[config.mk]
export PLATFORM = sky130hd
export DESIGN_NAME = dbg_bridge_cmd_parser
export DESIGN_NICKNAME = d
export VERILOG_FILES = /design/src/rtl/dbg_bridge_cmd_parser.sv
export SDC_FILE = /design/constraint.sdc
export NUM_CORES = 1
export LEC_CHECK = 0
export ABC_CLOCK_PERIOD_IN_PS = 2800
export BUFFER_PORTS_ARGS = -buffer_cell sky130_fd_sc_hd__buf_4
export CAP_MARGIN = 20
export CORE_MARGIN = 2
export CORE_UTILIZATION = 40
export CTS_CLUSTER_SIZE = 14
export DETAILED_ROUTE_END_ITERATION = 7
export GPL_TIMING_DRIVEN = 0
export HOLD_SLACK_MARGIN = 0.15
export PLACE_DENSITY = 0.6
export SYNTH_ARGS = -nofsm -noshare
export SYNTH_HDL_FRONTEND = slang
export SYNTH_SLANG_ARGS = --single-unit
[constraint.sdc]
create_clock -name clk_i -period 2.8 [get_ports clk_i]
set_clock_uncertainty 0.2 [all_clocks]
set_input_delay 0.56 -clock clk_i [delete_from_list [all_inputs] [get_ports clk_i]]
set_output_delay 0.56 -clock clk_i [all_outputs]
set_load 0.01 [all_outputs]
[src/rtl/dbg_bridge_cmd_parser.sv]
// dbg_bridge_cmd_parser
// Decodes write/read command frames from the UART byte stream into
// 32-bit word requests for the bus-master stage.
// Frame: CMD, LEN(1..255), ADDR[31:24..7:0], then LEN data bytes for writes.
//
// Ports:
//   clk_i, rst_i          clock, asynchronous active-low reset
//   rx_valid_i/rx_data_i  received byte stream; rx_ready_o accepts a byte
//   req_*_o/req_ready_i   one word request per bus beat (valid/ready)
//   err_o                 one-cycle pulse on bad command, LEN=0 or timeout
//   busy_o                parser is mid-frame
//
// Optional feature: define DBG_BRIDGE_CMD_TIMEOUT_EN to abort a frame after
// TIMEOUT_CYCLES idle cycles between bytes.
module dbg_bridge_cmd_parser #(
    parameter int unsigned ADDR_W         = 32,
    parameter logic [7:0]  CMD_WR         = 8'h10,
    parameter logic [7:0]  CMD_RD         = 8'h11,
    parameter int unsigned TIMEOUT_CYCLES = 100000
) (
    input  logic              clk_i,
    input  logic              rst_i,
    input  logic              rx_valid_i,
    input  logic [7:0]        rx_data_i,
    output logic              rx_ready_o,
    output logic              req_valid_o,
    input  logic              req_ready_i,
    output logic              req_write_o,
    output logic [ADDR_W-1:0] req_addr_o,
    output logic [31:0]       req_wdata_o,
    output logic [3:0]        req_wstrb_o,
    output logic              req_last_o,
    output logic              err_o,
    output logic              busy_o
);

    localparam int unsigned DATA_W = 32;
    localparam int unsigned STRB_W = 4;
    localparam int unsigned LEN_W  = 8;
    localparam int unsigned CNT_W  = 2;

    // Parameter sanity: the address shifter needs at least 9 bits.
    if (ADDR_W < 9) begin : g_bad_addr_w
        $error("ADDR_W must be at least 9");
    end
    if (TIMEOUT_CYCLES == 0) begin : g_bad_timeout
        $error("TIMEOUT_CYCLES must be nonzero");
    end

    typedef enum logic [2:0] {
        S_IDLE  = 3'd0,
        S_LEN   = 3'd1,
        S_ADDR  = 3'd2,
        S_DATA  = 3'd3,
        S_ISSUE = 3'd4
    } state_e;

    state_e              state_q, state_d;
    logic [LEN_W-1:0]    rem_q, rem_d;
    logic [ADDR_W-1:0]   addr_q, addr_d;
    logic [DATA_W-1:0]   wdata_q, wdata_d;
    logic [STRB_W-1:0]   wstrb_q, wstrb_d;
    logic [CNT_W-1:0]    cnt_q, cnt_d;
    logic                is_wr_q, is_wr_d;
    logic                last_q, last_d;
    logic                err_q, err_d;
    logic                rx_ready_q, rx_ready_d;
    logic                busy_q, busy_d;
    logic                req_valid_q, req_valid_d;

    logic                byte_acc_c;
    logic                req_acc_c;
    logic                tmo_hit_c;

    assign byte_acc_c = rx_valid_i && rx_ready_q;
    assign req_acc_c  = req_valid_q && req_ready_i;

`ifdef DBG_BRIDGE_CMD_TIMEOUT_EN
    localparam int unsigned TMO_W = $clog2(TIMEOUT_CYCLES + 1);

    logic [TMO_W-1:0] tmo_q, tmo_d;

    // Inter-byte idle counter; frozen while a request is waiting downstream.
    always_comb begin
        tmo_d     = tmo_q;
        tmo_hit_c = 1'b0;
        if (byte_acc_c || req_acc_c) begin
            tmo_d = '0;
        end else if (busy_q && !req_valid_q) begin
            if (tmo_q == TMO_W'(TIMEOUT_CYCLES - 1)) begin
                tmo_hit_c = 1'b1;
                tmo_d     = '0;
            end else begin
                tmo_d = tmo_q + TMO_W'(1);
            end
        end
    end

    always_ff @(posedge clk_i or negedge rst_i) begin
        if (!rst_i) begin
            tmo_q <= '0;
        end else begin
            tmo_q <= tmo_d;
        end
    end
`else
    assign tmo_hit_c = 1'b0;
`endif

    // Next-state and datapath decode.
    always_comb begin
        state_d = state_q;
        rem_d   = rem_q;
        addr_d  = addr_q;
        wdata_d = wdata_q;
        wstrb_d = wstrb_q;
        cnt_d   = cnt_q;
        is_wr_d = is_wr_q;
        last_d  = last_q;
        err_d   = 1'b0;

        case (state_q)
            S_IDLE: begin
                if (byte_acc_c) begin
                    if (rx_data_i == CMD_WR || rx_data_i == CMD_RD) begin
                        is_wr_d = (rx_data_i == CMD_WR);
                        state_d = S_LEN;
                    end else begin
                        err_d = 1'b1;
                    end
                end
            end

            S_LEN: begin
                if (byte_acc_c) begin
                    if (rx_data_i == 8'd0) begin
                        err_d   = 1'b1;
                        state_d = S_IDLE;
                    end else begin
                        rem_d   = rx_data_i;
                        cnt_d   = '0;
                        state_d = S_ADDR;
                    end
                end
            end

            S_ADDR: begin
                // Address arrives MSB first; bytes above ADDR_W fall off the top.
                if (byte_acc_c) begin
                    addr_d = {addr_q[ADDR_W-9:0], rx_data_i};
                    cnt_d  = cnt_q + CNT_W'(1);
                    if (cnt_q == CNT_W'(3)) begin
                        addr_d[1:0] = 2'b00;
                        if (is_wr_q) begin
                            wdata_d = '0;
                            wstrb_d = '0;
                            state_d = S_DATA;
                        end else begin
                            wdata_d = '0;
                            wstrb_d = '1;
                            last_d  = (rem_q <= LEN_W'(4));
                            state_d = S_ISSUE;
                        end
                    end
                end
            end

            S_DATA: begin
                // cnt_q doubles as the byte lane within the current word.
                if (byte_acc_c) begin
                    wdata_d[{cnt_q, 3'b000} +: 8] = rx_data_i;
                    wstrb_d[cnt_q]                = 1'b1;
                    cnt_d                         = cnt_q + CNT_W'(1);
                    rem_d                         = rem_q - LEN_W'(1);
                    if (cnt_q == CNT_W'(3) || rem_q == LEN_W'(1)) begin
                        last_d  = (rem_q == LEN_W'(1));
                        state_d = S_ISSUE;
                    end
                end
            end

            S_ISSUE: begin
                if (req_acc_c) begin
                    if (last_q) begin
                        cnt_d   = '0;
                        state_d = S_IDLE;
                    end else begin
                        addr_d = addr_q + ADDR_W'(4);
                        if (is_wr_q) begin
                            wdata_d = '0;
                            wstrb_d = '0;
                            state_d = S_DATA;
                        end else begin
                            // rem_q counts read bytes still to cover.
                            rem_d  = rem_q - LEN_W'(4);
                            last_d = (rem_q <= LEN_W'(8));
                        end
                    end
                end
            end

            default: begin
                state_d = S_IDLE;
            end
        endcase

        if (tmo_hit_c) begin
            state_d = S_IDLE;
            wdata_d = '0;
            wstrb_d = '0;
            cnt_d   = '0;
            err_d   = 1'b1;
        end

        rx_ready_d  = (state_d != S_ISSUE);
        busy_d      = (state_d != S_IDLE);
        req_valid_d = (state_d == S_ISSUE);
    end

    // State and output registers.
    always_ff @(posedge clk_i or negedge rst_i) begin
        if (!rst_i) begin
            state_q     <= S_IDLE;
            rem_q       <= '0;
            addr_q      <= '0;
            wdata_q     <= '0;
            wstrb_q     <= '0;
            cnt_q       <= '0;
            is_wr_q     <= 1'b0;
            last_q      <= 1'b0;
            err_q       <= 1'b0;
            rx_ready_q  <= 1'b0;
            busy_q      <= 1'b0;
            req_valid_q <= 1'b0;
        end else begin
            state_q     <= state_d;
            rem_q       <= rem_d;
            addr_q      <= addr_d;
            wdata_q     <= wdata_d;
            wstrb_q     <= wstrb_d;
            cnt_q       <= cnt_d;
            is_wr_q     <= is_wr_d;
            last_q      <= last_d;
            err_q       <= err_d;
            rx_ready_q  <= rx_ready_d;
            busy_q      <= busy_d;
            req_valid_q <= req_valid_d;
        end
    end

    assign rx_ready_o  = rx_ready_q;
    assign req_valid_o = req_valid_q;
    assign req_write_o = is_wr_q;
    assign req_addr_o  = addr_q;
    assign req_wdata_o = wdata_q;
    assign req_wstrb_o = wstrb_q;
    assign req_last_o  = last_q;
    assign err_o       = err_q;
    assign busy_o      = busy_q;

endmodule

Yosys cells after proc, flatten, opt, wreduce, memory -nomap -nowiden
Cells that the tools add are included.
- $add $sub $neg: 5
- order comparisons: 4
- equal/unequal tests: 23
- shifts and indexed selects: 2
- multiplexer cells: 63
- bitwise gates (word level): 1
- reduce and logical (&&, ||, !) cells: 19
- operators by type and width (kind ; number):
    $mux 32 ; 9
    $pmux 32 s3 ; 1
    $pmux 32 s2 ; 1
    $mux 8 ; 6
    $mux 3 ; 11
    $add 32x3->32 const B ; 1
    $bwmux 32 ; 1
    $shift 8x7->32 const A ; 1
    $shiftx 8x7->32 ; 1
    $mux 4 ; 7
    $ne 2x2->1 const B ; 12
    $pmux 8 s3 ; 1
    $reduce_and 7->1 ; 3
    $eq 8x5->1 const B ; 2
    $pmux 3 s5 ; 1
    $mux 2 ; 7
    $mux 1 ; 13
    $pmux 4 s3 ; 1
    $reduce_bool 3->1 ; 4
    $eq 8x1->1 const B ; 1
    $le 8x3->1 const B ; 1
    $le 8x4->1 const B ; 1
    $logic_not 8->1 ; 1
    $sub 8x1->8 const B ; 1
    other kinds (24) ; 29
- register bits: 87
- input bits: 12
- output and inout bits: 74
- word-level logic and storage cells: 129

Depth between registers and ports, before layout
Gate-level depths: netlist (run 1).
- word-level depth: 7
- gate-level depth with buffers: 8
- gate-level depth less buffers: 7

Least setup slack after synthesis (run 1)
Ideal clock, no wire load.
- path kind: in2reg
- from: input rx_data_i[6]
- to: register rem_q[6]
- library setup time: 121 ps
- data arrival time: 2085 ps
- data required time: 2479 ps
- slack: 394 ps
- stages: 7
- buffers on the path: 2
- path through: clkbuf_1 or4_1 o31ai_2 and2_1 buf_2 a21oi_1 o22a_1
- word-level cells in the longest chain between the ends: 3
- elaborated cells between the ends (all ways): 6
- classes of those cells: eq/ne (1); mux (3); reduce/logical (2)
- ends and longest elaborated chain (element ; line ; text):
    start, declared ; 24 ; input logic [7:0] rx_data_i,
    $logic_not 8->1 / $mux 8 (equally long branches) ; 136 ; if (rx_data_i == 8'd0) begin
    $ne 2x2->1 (no source line) / $mux 8 (equally long branches) ; n/a ;
    $reduce_and 7->1 (no source line) / $pmux 8 s3 (equally long branches) ; n/a ;
    end signal, assigned ; 237 ; rem_q <= rem_d;
    end, declared ; 59 ; logic [LEN_W-1:0] rem_q, rem_d;
Several ways; a longest one is shown, not always the timed one. The select of a mux whose other input is x is not followed.
A chain may end at the register's enable or synchronous reset.

Worst setup path in the final report (run 1)
- from: register state_q[1]
- to: register addr_q[5] (netlist: req_addr_o[5])
- word-level cells in the longest chain between the ends: 3
- elaborated cells between the ends (all ways): 8
- classes of those cells: eq/ne (5); mux (1); reduce/logical (2)
- ends and longest elaborated chain (element ; line ; text):
    start, declared ; 58 ; state_e state_q, state_d;
    start signal, assigned ; 236 ; state_q <= state_d;
    $eq 3x2->1 / $eq 3x3->1 (equally long branches) ; 122 ; case (state_q)
    $ne 2x2->1 (no source line) / $reduce_bool 2->1 (equally long branches) ; n/a ;
    $reduce_and 4->1 (no source line) ; n/a ;
    end signal, assigned ; 238 ; addr_q <= addr_d;
    end, declared ; 60 ; logic [ADDR_W-1:0] addr_q, addr_d;
Several ways; a longest one is shown, not always the timed one.

==> flow_summary.yaml, run 1 <==
routing:
  wire_per_inst_um: 19.2
  routed-via-count: 4652
  vias_per_cell: 6.03
  remaining_drc_errors: 4
  drt-initial-drc-count: 323
  drt-pass1-iter-count: 7
  wl_mm: 14.8
  antenna_left: 0
placed_design:
  dpl.hpwl_mm: 10.1
  io_buffers: 83
  preCtsSetupSlack_ns: -0.261
  routabilityCongestion: 0.868
logic_synthesis:
  synth-edff-count: 0
  synth-xor-area-share_pct: 0
  syn_nets: 554
  synth_top_area_share_pct: 45.8
  synth_adder_area_share_pct: 4.22
  ys_top_cells_by_area: "dfrtp_1 (46%), o21ai_0 (4.8%), a21oi_1 (4.3%)"
  yosysWarnings: 0
  netlist_top_cells_count: "dfrtp_1 (87), nand2_1 (48), nor2_1 (47)"
  ys_seq_area_share_pct: 45.8
  ys_types: 56
  synth_cells: 526
  synth_most_common_cell: "dfrtp_1"
  synth-seq-cells: 87
  synthSimpleGateAreaFrac_pct: 20.5
  synth_mux_area_share_pct: 0.448
  synth_area_mm2: 0.00475
  synth_top_family_by_area: "compound AO/OA/AOI/OAI gates"
  synthArstFlopShare_pct: 100
  syn-mean-instance-area_um2: 9.03
  yosysTopAreaCell: "dfrtp_1"
  synth_flop_cell: "dfrtp_1"
  synth_compound_gate_area_share_pct: 24.8
grt:
  grtUsageTotal_pct: 23.4
  antenna_found_initial: 0
  overflow: 0
  grt_pass1_wl_mm: 23.8
  grt_pass1_vias: 4523
  grt_max_degree: 88
cts:
  cts-root-buf: "clkbuf_16"
  clk-insertion-delay-late_ns: 0.35
  cts.clk_slew.worst_paths_ns: 0.07
  clock_path_buffers: 2
  clkSinkCount: 87
  cts_buffers: 9
  cts_tree: "yes"
  htree_levels: 3
floorplan:
  num_rows: 39
  ioPinCount: 86
  die_y_um: 113
  core_mm2: 0.0115
  start_util_pct: 41.2
  die_w_um: 113
  die-area_mm2: 0.0128
critical_path:
  r2r_start: "state_q[1]"
  crit_fanout: 10
  crit_arrival_ns: 2.73
  crit_path_start_kind: "flip-flop"
  worstPathRequired_ns: 2.81
  crit_type: "reg2reg"
  r2r-end: "req_addr_o[5]"
  cp-startpoint: "state_q[1]"
  cp-end-kind: "flip-flop"
  reg2reg_slack_ns: 0.08
  endpoint: "req_addr_o[5]"
  reg2regPathDepth: 8
power:
  swShare_pct: 40.0
  power_density_mw_per_mm2: 947
  cell_internal_pwr_uw: 3370
  peakVddDrop_mv: 0.466
  pwr-share-seq_pct: 38.5
  leakage_uw: 0.00266
  pwr-share-clk_pct: 22.5
  p_comb_share_pct: 39.1
  power.switching_uw: 2240
sta:
  post-route-period-util_pct: 97.2
  finalCriticalPeriod_ns: 2.72
  fin_tns_setup_ns: 0
  relSlewSlack_pct: 41.7
  worst_slack_ns: 0.0795
  hold_viol_final: 0
  finalMaxSlewViolations: 0
  rsz0062_at_grt: "false"
  worst_slew_pin_slew_ns: 0.867
  max_freq_ghz: 0.368
  finalSetupViolCount: 0
finish:
  nets: 652
  regArea_mm2: 0.00218
  antenna_cells: 0
  layout-drive-gt1-share_pct: 20.4
  multiInputGateArea_mm2: 0.00239
  syn2layout_area_growth_pct: 24.9
  n_fill_cell: 1080
flow_run:
  maxCapViolCount: 0
hold_path:
  min_path_type: "reg2reg"
  hold_start: "req_wdata_o[0]"
outcome:
  status: "finished with violations"
  violations: "design-rule violations"
area by class of cell:
| cell class | instances | share of cell area [%] |
|---|---|---|
| multi-input combinational | 389 | 40.3 |
| sequential | 87 | 36.7 |
| timing repair buffer | 87 | 11.4 |
| clock buffer | 11 | 4.26 |
| tap | 143 | 3.02 |
| buffer | 27 | 1.94 |
| inverter | 23 | 1.46 |
| clock inverter | 4 | 0.907 |
layout by cell type, fill, tap and decap left out, types with 8 or more instances in the layout:
| cell type | count |
|---|---|
| dfrtp_1 | 87 |
| buf_4 | 85 |
| nand2_1 | 48 |
| o21ai_0 | 46 |
| nor2_1 | 46 |
| a21oi_1 | 41 |
| nand3_1 | 25 |
| inv_1 | 23 |
| a22o_1 | 17 |
| nand4_1 | 17 |
| ha_1 | 16 |
| clkbuf_1 | 14 |
| a31oi_1 | 12 |
| o22a_1 | 12 |
| nor3_1 | 11 |
| o22ai_1 | 9 |
| clkbuf_16 | 9 |
| a2bb2oi_1 | 8 |
per-layer routing:
metal  vias up  global-route usage, %  wire length (um)
met2       210                   38.0              6930
met3        20                   4.82               952
li1       2156                      -                 -
met4         0                   7.48               249
met5         -                      0                 0
met1      2266                   31.7              6640
repair_timing:
| item | in CTS | in global routing |
|---|---|---|
| endpoints found under the hold margin | 0 | 33 |
| setup buffers | 0 | 2 |
| hold buffers | 0 | 1 |
| setup endpoints to repair | 19 | 29 |
| resized for setup | 2 | 9 |
kinds of logic (layout without fill, tap and decap cells):
kind of cell,count (synthesis),count (layout)
compound gates,178,178
buf+inv,50,152
flops,87,87
mux,2,2
simple gates,193,193
fa+ha+maj,16,16
worst max-delay path, stage by stage, from the launching register on:
cell and delay, ns:
dfrtp_1 0.35, buf_2 0.17, or3b_1 0.35, buf_2 0.18, nor2_1 0.35, nor2_1 0.26, clkbuf_1 0.32, o21ai_0 0.27
o21ai_0 0.13
registers in the layout, summed over array words and instances (netlist names), 2 cells and up:
signal / count
req_addr_o: 32
req_wdata_o: 32
rem_q: 8
req_wstrb_o: 4
state_q: 3
cnt_q: 2
how the worst min path moves through the flow:
stage	end	slack, ns	cells past startpoint
after floorplan	busy_o	0.06	0
after global placement	req_wdata_o[1]	0.27	2
after detailed placement	req_wdata_o[0]	0.28	2
after CTS	req_wdata_o[6]	0.29	1
after global routing	req_write_o	0.32	2
final	req_wdata_o[0]	0.29	2
stage by stage:
stage                     instances  utilization, %  total power, uW  instance area, um^2  hold WS [ns]
final                           771            51.5             5620                 5930         0.290
after global routing            771            51.5             5930                 5930         0.317
after CTS                       767            50.9             5590                 5860         0.285
after detailed placement        752            48.2             4310                 5550         0.277
after global placement          752            48.2             4260                 5550         0.268
after floorplan                 526               -             3320                 4750        0.0644
power groups by stage:
stage | registers [uW] | logic, uW | clock network, uW
after floorplan | 2160 | 1150 | 0
after global placement | 2160 | 2110 | 0
final | 2160 | 2190 | 1260
after CTS | 2150 | 2160 | 1280
after global routing | 2210 | 2390 | 1330
after detailed placement | 2170 | 2140 | 0
(Power assumes the default switching activity.)
==> run 2: changes to the inputs <==
Settings changed: CORE_ASPECT_RATIO set to 0.7, REMOVE_ABC_BUFFERS set to 1.
==> run 2 against run 1 <==
  * The flow now finishes without violations
  * Sequential share of layout area up 0.13 points
  * Die area rose by 0.11%
  * Via count decreased by 4.8%
  * Wire length decreased by 7.5%
  * Power down 1.9%
  * Sequential power about the same
  * Fmax is 1.4% higher
  * Critical path depth is 2 lower
  * Clock-buffer cell count shrank 2
  * Largest power group is now sequential cells
==> flow_summary.yaml, run 2 (synthesized netlist as in run 1, its figures left out) <==
power:
  leakage_uw: 0.00263
  peakVddDrop_mv: 0.357
  cell_internal_pwr_uw: 3270
  pwr-share-seq_pct: 39.6
  power_density_mw_per_mm2: 932
  pwr-share-clk_pct: 21.8
  power.switching_uw: 2240
  swShare_pct: 40.7
  p_comb_share_pct: 38.6
routing:
  drt-pass1-iter-count: 5
  remaining_drc_errors: 0
  wire_per_inst_um: 17.9
  wl_mm: 13.7
  routed-via-count: 4427
  vias_per_cell: 5.79
  drt-initial-drc-count: 497
  antenna_left: 0
sta:
  finalMaxSlewViolations: 0
  whs_ns: 0.292
  post-route-period-util_pct: 95.8
  fin_tns_setup_ns: 0
  relSlewSlack_pct: 37.1
  worst_slew_pin_slew_ns: 0.934
  rsz0062_at_grt: "false"
  finalCriticalPeriod_ns: 2.68
  worst_slack_ns: 0.117
  finalSetupViolCount: 0
  max_freq_ghz: 0.373
  hold_viol_final: 0
finish:
  nets: 631
  syn2layout_area_growth_pct: 24.5
  final_common_cell: "dfrtp_1"
  layout_common_cells: "dfrtp_1 (87), buf_4 (86), nand2_1 (47), o21ai_0 (46), nor2_1 (44)"
  antenna_cells: 0
  layout-drive-gt1-share_pct: 21.4
  n_fill_cell: 1103
  post-route-cell-area_mm2: 0.00591
  final_core_util_pct: 50.8
cts:
  clkSinkCount: 87
  cts-root-buf: "clkbuf_16"
  htree_levels: 3
  clock_path_buffers: 2
  cts.clk_slew.worst_paths_ns: 0.07
  cts_buffers: 9
  cts_tree: "yes"
  cts_setup_buffers: 0
  clk-insertion-delay-late_ns: 0.34
grt:
  grt_pass1_wl_mm: 22.7
  grtUsageTotal_pct: 22.6
  grt_max_degree: 57
  overflow: 0
  grt_pass1_vias: 4114
  antenna_found_initial: 0
critical_path:
  cp-startpoint: "state_q[0]"
  crit_path_start_kind: "flip-flop"
  crit_path_frequent_cell: "nor2_2"
  max_stage_delay_ns: 0.61
  r2r-end: "req_addr_o[19]"
  endpoint: "req_addr_o[19]"
  crit_chain: "or3b_4 > nor2_2 > nor2_2 > buf_8 > or4_1 > nand3_1"
  worstPathRequired_ns: 2.89
  reg2reg_slack_ns: 0.12
  cp-end-kind: "flip-flop"
  crit_arrival_ns: 2.77
  reg2regPathDepth: 6
  crit_type: "reg2reg"
  critical-path-slowest-cell: "or3b_4"
  r2r_start: "state_q[0]"
  crit_fanout: 26
flow_run:
  maxCapViolCount: 0
floorplan:
  ioPinCount: 86
  die_w_um: 134
  start_util_pct: 40.8
  die_y_um: 95.2
  num_rows: 33
  core_mm2: 0.0116
  die-area_mm2: 0.0128
placed_design:
  dpl.hpwl_mm: 9.70
  dpl-instance-area_mm2: 0.00559
  routabilityCongestion: 0.841
  io_buffers: 85
  preCtsSetupSlack_ns: -0.397
hold_path:
  min_path_type: "reg2reg"
outcome:
  status: "finished, final reports clean"
## run 2: cell types whose count changed in the layout (fill, tap and decap cells not counted), moves of 2 or more
| cell | previous run | this run |
|---|---|---|
| clkbuf_1 | 14 | 0 |
| nor2_1 | 46 | 44 |
| buf_8 | 0 | 2 |
| buf_6 | 0 | 3 |
| buf_1 | 2 | 0 |
| buf_2 | 7 | 0 |
| clkbuf_8 | 2 | 0 |
| nor2_2 | 2 | 4 |
| clkbuf_2 | 4 | 0 |
| inv_6 | 0 | 4 |
## run 2: timing repair
item / 4_1_cts / 5_1_grt
pin swaps: 0 / 2
gates resized for setup: 5 / 3
hold buffers: 1 / 0
setup endpoints to repair: 61 / 14
endpoints found under the hold margin: 31 / 0
## run 2: layout make-up
| type | count | area (um^2) | area share (%) |
|---|---|---|---|
| inverters | 23 | 86.3 | 1.46 |
| well taps | 157 | 196 | 3.32 |
| clock buffers | 9 | 225 | 3.81 |
| flip-flops and latches | 87 | 2180 | 36.8 |
| multi-input cells | 389 | 2410 | 40.7 |
| repair buffers | 93 | 747 | 12.6 |
| clock inverters | 7 | 71.3 | 1.21 |
## run 2: per-stage QoR
stage               cells  total power, uW
CTS                   765             5520
finish                765             5510
global route          765             5920
floorplan             499             3300
detailed placement    748             4300
global placement      741             4510
## run 2: worst min-delay path by stage
| stage | startpoint | end | slack, ns | depth (start not counted) |
|---|---|---|---|---|
| 2_1_floorplan | rst_i | busy_o | 0.06 | 0 |
| 3_3_place_gp | req_wdata_o[2] | req_wdata_o[2] | 0.27 | 2 |
| 3_5_place_dp | req_wdata_o[0] | req_wdata_o[0] | 0.28 | 2 |
| 4_1_cts | req_wdata_o[0] | req_wdata_o[0] | 0.29 | 2 |
| 5_1_grt | req_wdata_o[6] | req_wdata_o[6] | 0.31 | 2 |
| 6_report | req_wdata_o[0] | req_wdata_o[0] | 0.29 | 2 |
## run 2: worst max-delay path, delay by kind of cell, from the launching register on
kind	cells	cell delay, ns
buf+inv	1	0.21
simple gates	5	1.68
flops	1	0.53
## run 2: routing by layer
| layer | wire [um] | vias up | track usage, % |
|---|---|---|---|
| met3 | 861 | 17 | 4.73 |
| li1 | - | 2123 | - |
| met5 | 0 | - | 0 |
| met2 | 5760 | 154 | 32.1 |
| met4 | 219 | 0 | 7.19 |
| met1 | 6830 | 2133 | 34.2 |
## run 2: power by group through the flow
stage,logic [uW],clock network [uW],registers (uW)
2_1_floorplan,1130,0,2170
4_1_cts,2130,1220,2170
3_5_place_dp,2110,0,2190
3_3_place_gp,2300,0,2210
5_1_grt,2380,1280,2250
6_report,2130,1200,2180
==> run 3: changes to the inputs <==
Settings changed: CORE_UTILIZATION 40 to 50, CTS_CLUSTER_DIAMETER set to 30, PLACE_DENSITY 0.6 to 0.72.
==> run 3 against run 2 <==
  * Clock-buffer cell count unchanged
  * Fmax increased by 1.3%
  * First-iteration DRC count decreased by 26%
  * Critical path type unchanged
  * Non-clock buffer count unchanged
  * Cell count decreased by 4.2%
  * Register-to-register slack improved by 0.03 ns
  * Largest power group unchanged
  * Sequential share of layout area about the same
  * Sequential cell count unchanged
  * Power increased by 1.6%
==> flow_summary.yaml, run 3 (synthesized netlist as in run 1, its figures left out) <==
outcome:
  status: "finished, final reports clean"
flow_run:
  maxCapViolCount: 0
finish:
  nets: 632
  syn2layout_area_growth_pct: 24.4
  layout_common_cells: "dfrtp_1 (86), buf_4 (86), nand2_1 (47), o21ai_0 (46), nor2_1 (44)"
  layout-drive-gt1-share_pct: 21.5
  n_fill_cell: 814
  fin_cells: 733
  post-route-cell-area_mm2: 0.00591
  antenna_cells: 0
placed_design:
  routabilityCongestion: 0.872
  io_buffers: 85
  dpl-instance-area_mm2: 0.00552
  dp.cells: 713
  dpl.hpwl_mm: 9.18
cts:
  clk-insertion-delay-late_ns: 0.34
  cts_tree: "yes"
  htree_levels: 3
  cts-root-buf: "clkbuf_16"
  clock_path_buffers: 2
  clkSinkCount: 87
  cts_buffers: 9
  cts.clk_slew.worst_paths_ns: 0.07
critical_path:
  worstPathRequired_ns: 2.83
  crit_fanout: 12
  crit_arrival_ns: 2.68
  cp-end-kind: "flip-flop"
  reg2regPathDepth: 6
  crit_path_start_kind: "flip-flop"
  crit_type: "reg2reg"
floorplan:
  num_rows: 29
  die_w_um: 120
  core_mm2: 0.00914
  die-area_mm2: 0.0103
  ioPinCount: 86
  start_util_pct: 51.9
  die_y_um: 85.5
sta:
  finalMaxSlewViolations: 0
  max_freq_ghz: 0.378
  hold_viol_final: 0
  rsz0062_at_grt: "false"
  finalSetupViolCount: 0
  whs_ns: 0.267
  worst_slew_pin_slew_ns: 0.902
  post-route-period-util_pct: 94.6
  relSlewSlack_pct: 39.3
  finalCriticalPeriod_ns: 2.65
routing:
  vias_per_cell: 6.28
  drt-initial-drc-count: 370
  wl_mm: 13.7
  drt-pass1-iter-count: 5
  antenna_left: 0
  remaining_drc_errors: 0
  routed-via-count: 4606
  wire_per_inst_um: 18.6
grt:
  grtUsageTotal_pct: 26.9
  overflow: 0
  grt_pass1_vias: 4171
  grt_max_degree: 88
  antenna_found_initial: 0
  grt_pass1_wl_mm: 21.9
hold_path:
  min_path_type: "in2reg"
  min_path_cells: 2
power:
  power_uw: 5600
  power_density_mw_per_mm2: 948
  peakVddDrop_mv: 0.585
  leakage_uw: 0.00265
[run 3: routing by layer]
metal | track usage, % | up-vias | wire length (um)
met1 | 41.0 | 2255 | 6490
met5 | 0 | - | 0
met3 | 5.98 | 23 | 1100
met2 | 38.4 | 220 | 5920
li1 | - | 2108 | -
met4 | 7.93 | 0 | 153
[run 3: worst max-delay path: stages, from the launching register on]
cell,delay [ns]
dfrtp_1,0.50
ha_1,0.25
nand3_1,0.27
nor4_4,0.72
and2_1,0.27
a31oi_1,0.10
o22a_1,0.21
[run 3: cell type report]
| cell class | instances | area, um^2 | area share (%) |
|---|---|---|---|
| repair buffers | 93 | 759 | 12.9 |
| inverters | 23 | 86.3 | 1.46 |
| clock buffers | 9 | 225 | 3.81 |
| clock inverters | 7 | 77.6 | 1.31 |
| well taps | 124 | 155 | 2.63 |
| multi-input cells | 390 | 2430 | 41.1 |
| flip-flops and latches | 87 | 2180 | 36.9 |
[run 3: power breakdown]
part / switching [uW] / internal, uW
sequential: 564 / 1630
clock: 526 / 701
combinational: 1160 / 1020
[run 3: what timing repair did]
item | 4_1_cts | 5_1_grt
hold endpoints to repair | 0 | 27
pin swaps | 0 | 1
hold buffers | 0 | 1
endpoints found under the setup margin | 61 | 25
buffers inserted | 1 | 0
cloned | 0 | 1
resized for setup | 6 | 4
[run 3: path summary, 6_finish.rpt]
path | startpoint | end | slack, ns
worst min register to register | req_wdata_o[4] | req_wdata_o[4] | 0.28
min in group asynchronous | rst_i | req_wstrb_o[0] | 0.49
worst max register to register | req_addr_o[2] | req_addr_o[26] | 0.15
max in group asynchronous | rst_i | req_addr_o[7] | 1.30
worst min-delay path | rx_data_i[0] | req_write_o | 0.27
worst max-delay path | req_addr_o[2] | req_addr_o[26] | 0.15
[run 3: per-stage QoR]
stage | TNS (ns) | setup slack (ns) | util, %
after detailed placement | -11.19 | -0.347 | 60.4
after CTS | 0 | 0.0664 | 64.0
final | 0 | 0.151 | 64.6
after global placement | -166.27 | -5.03 | 59.4
after global routing | 0 | 0.00288 | 64.6
after floorplan | -90.47 | -2.92 | -
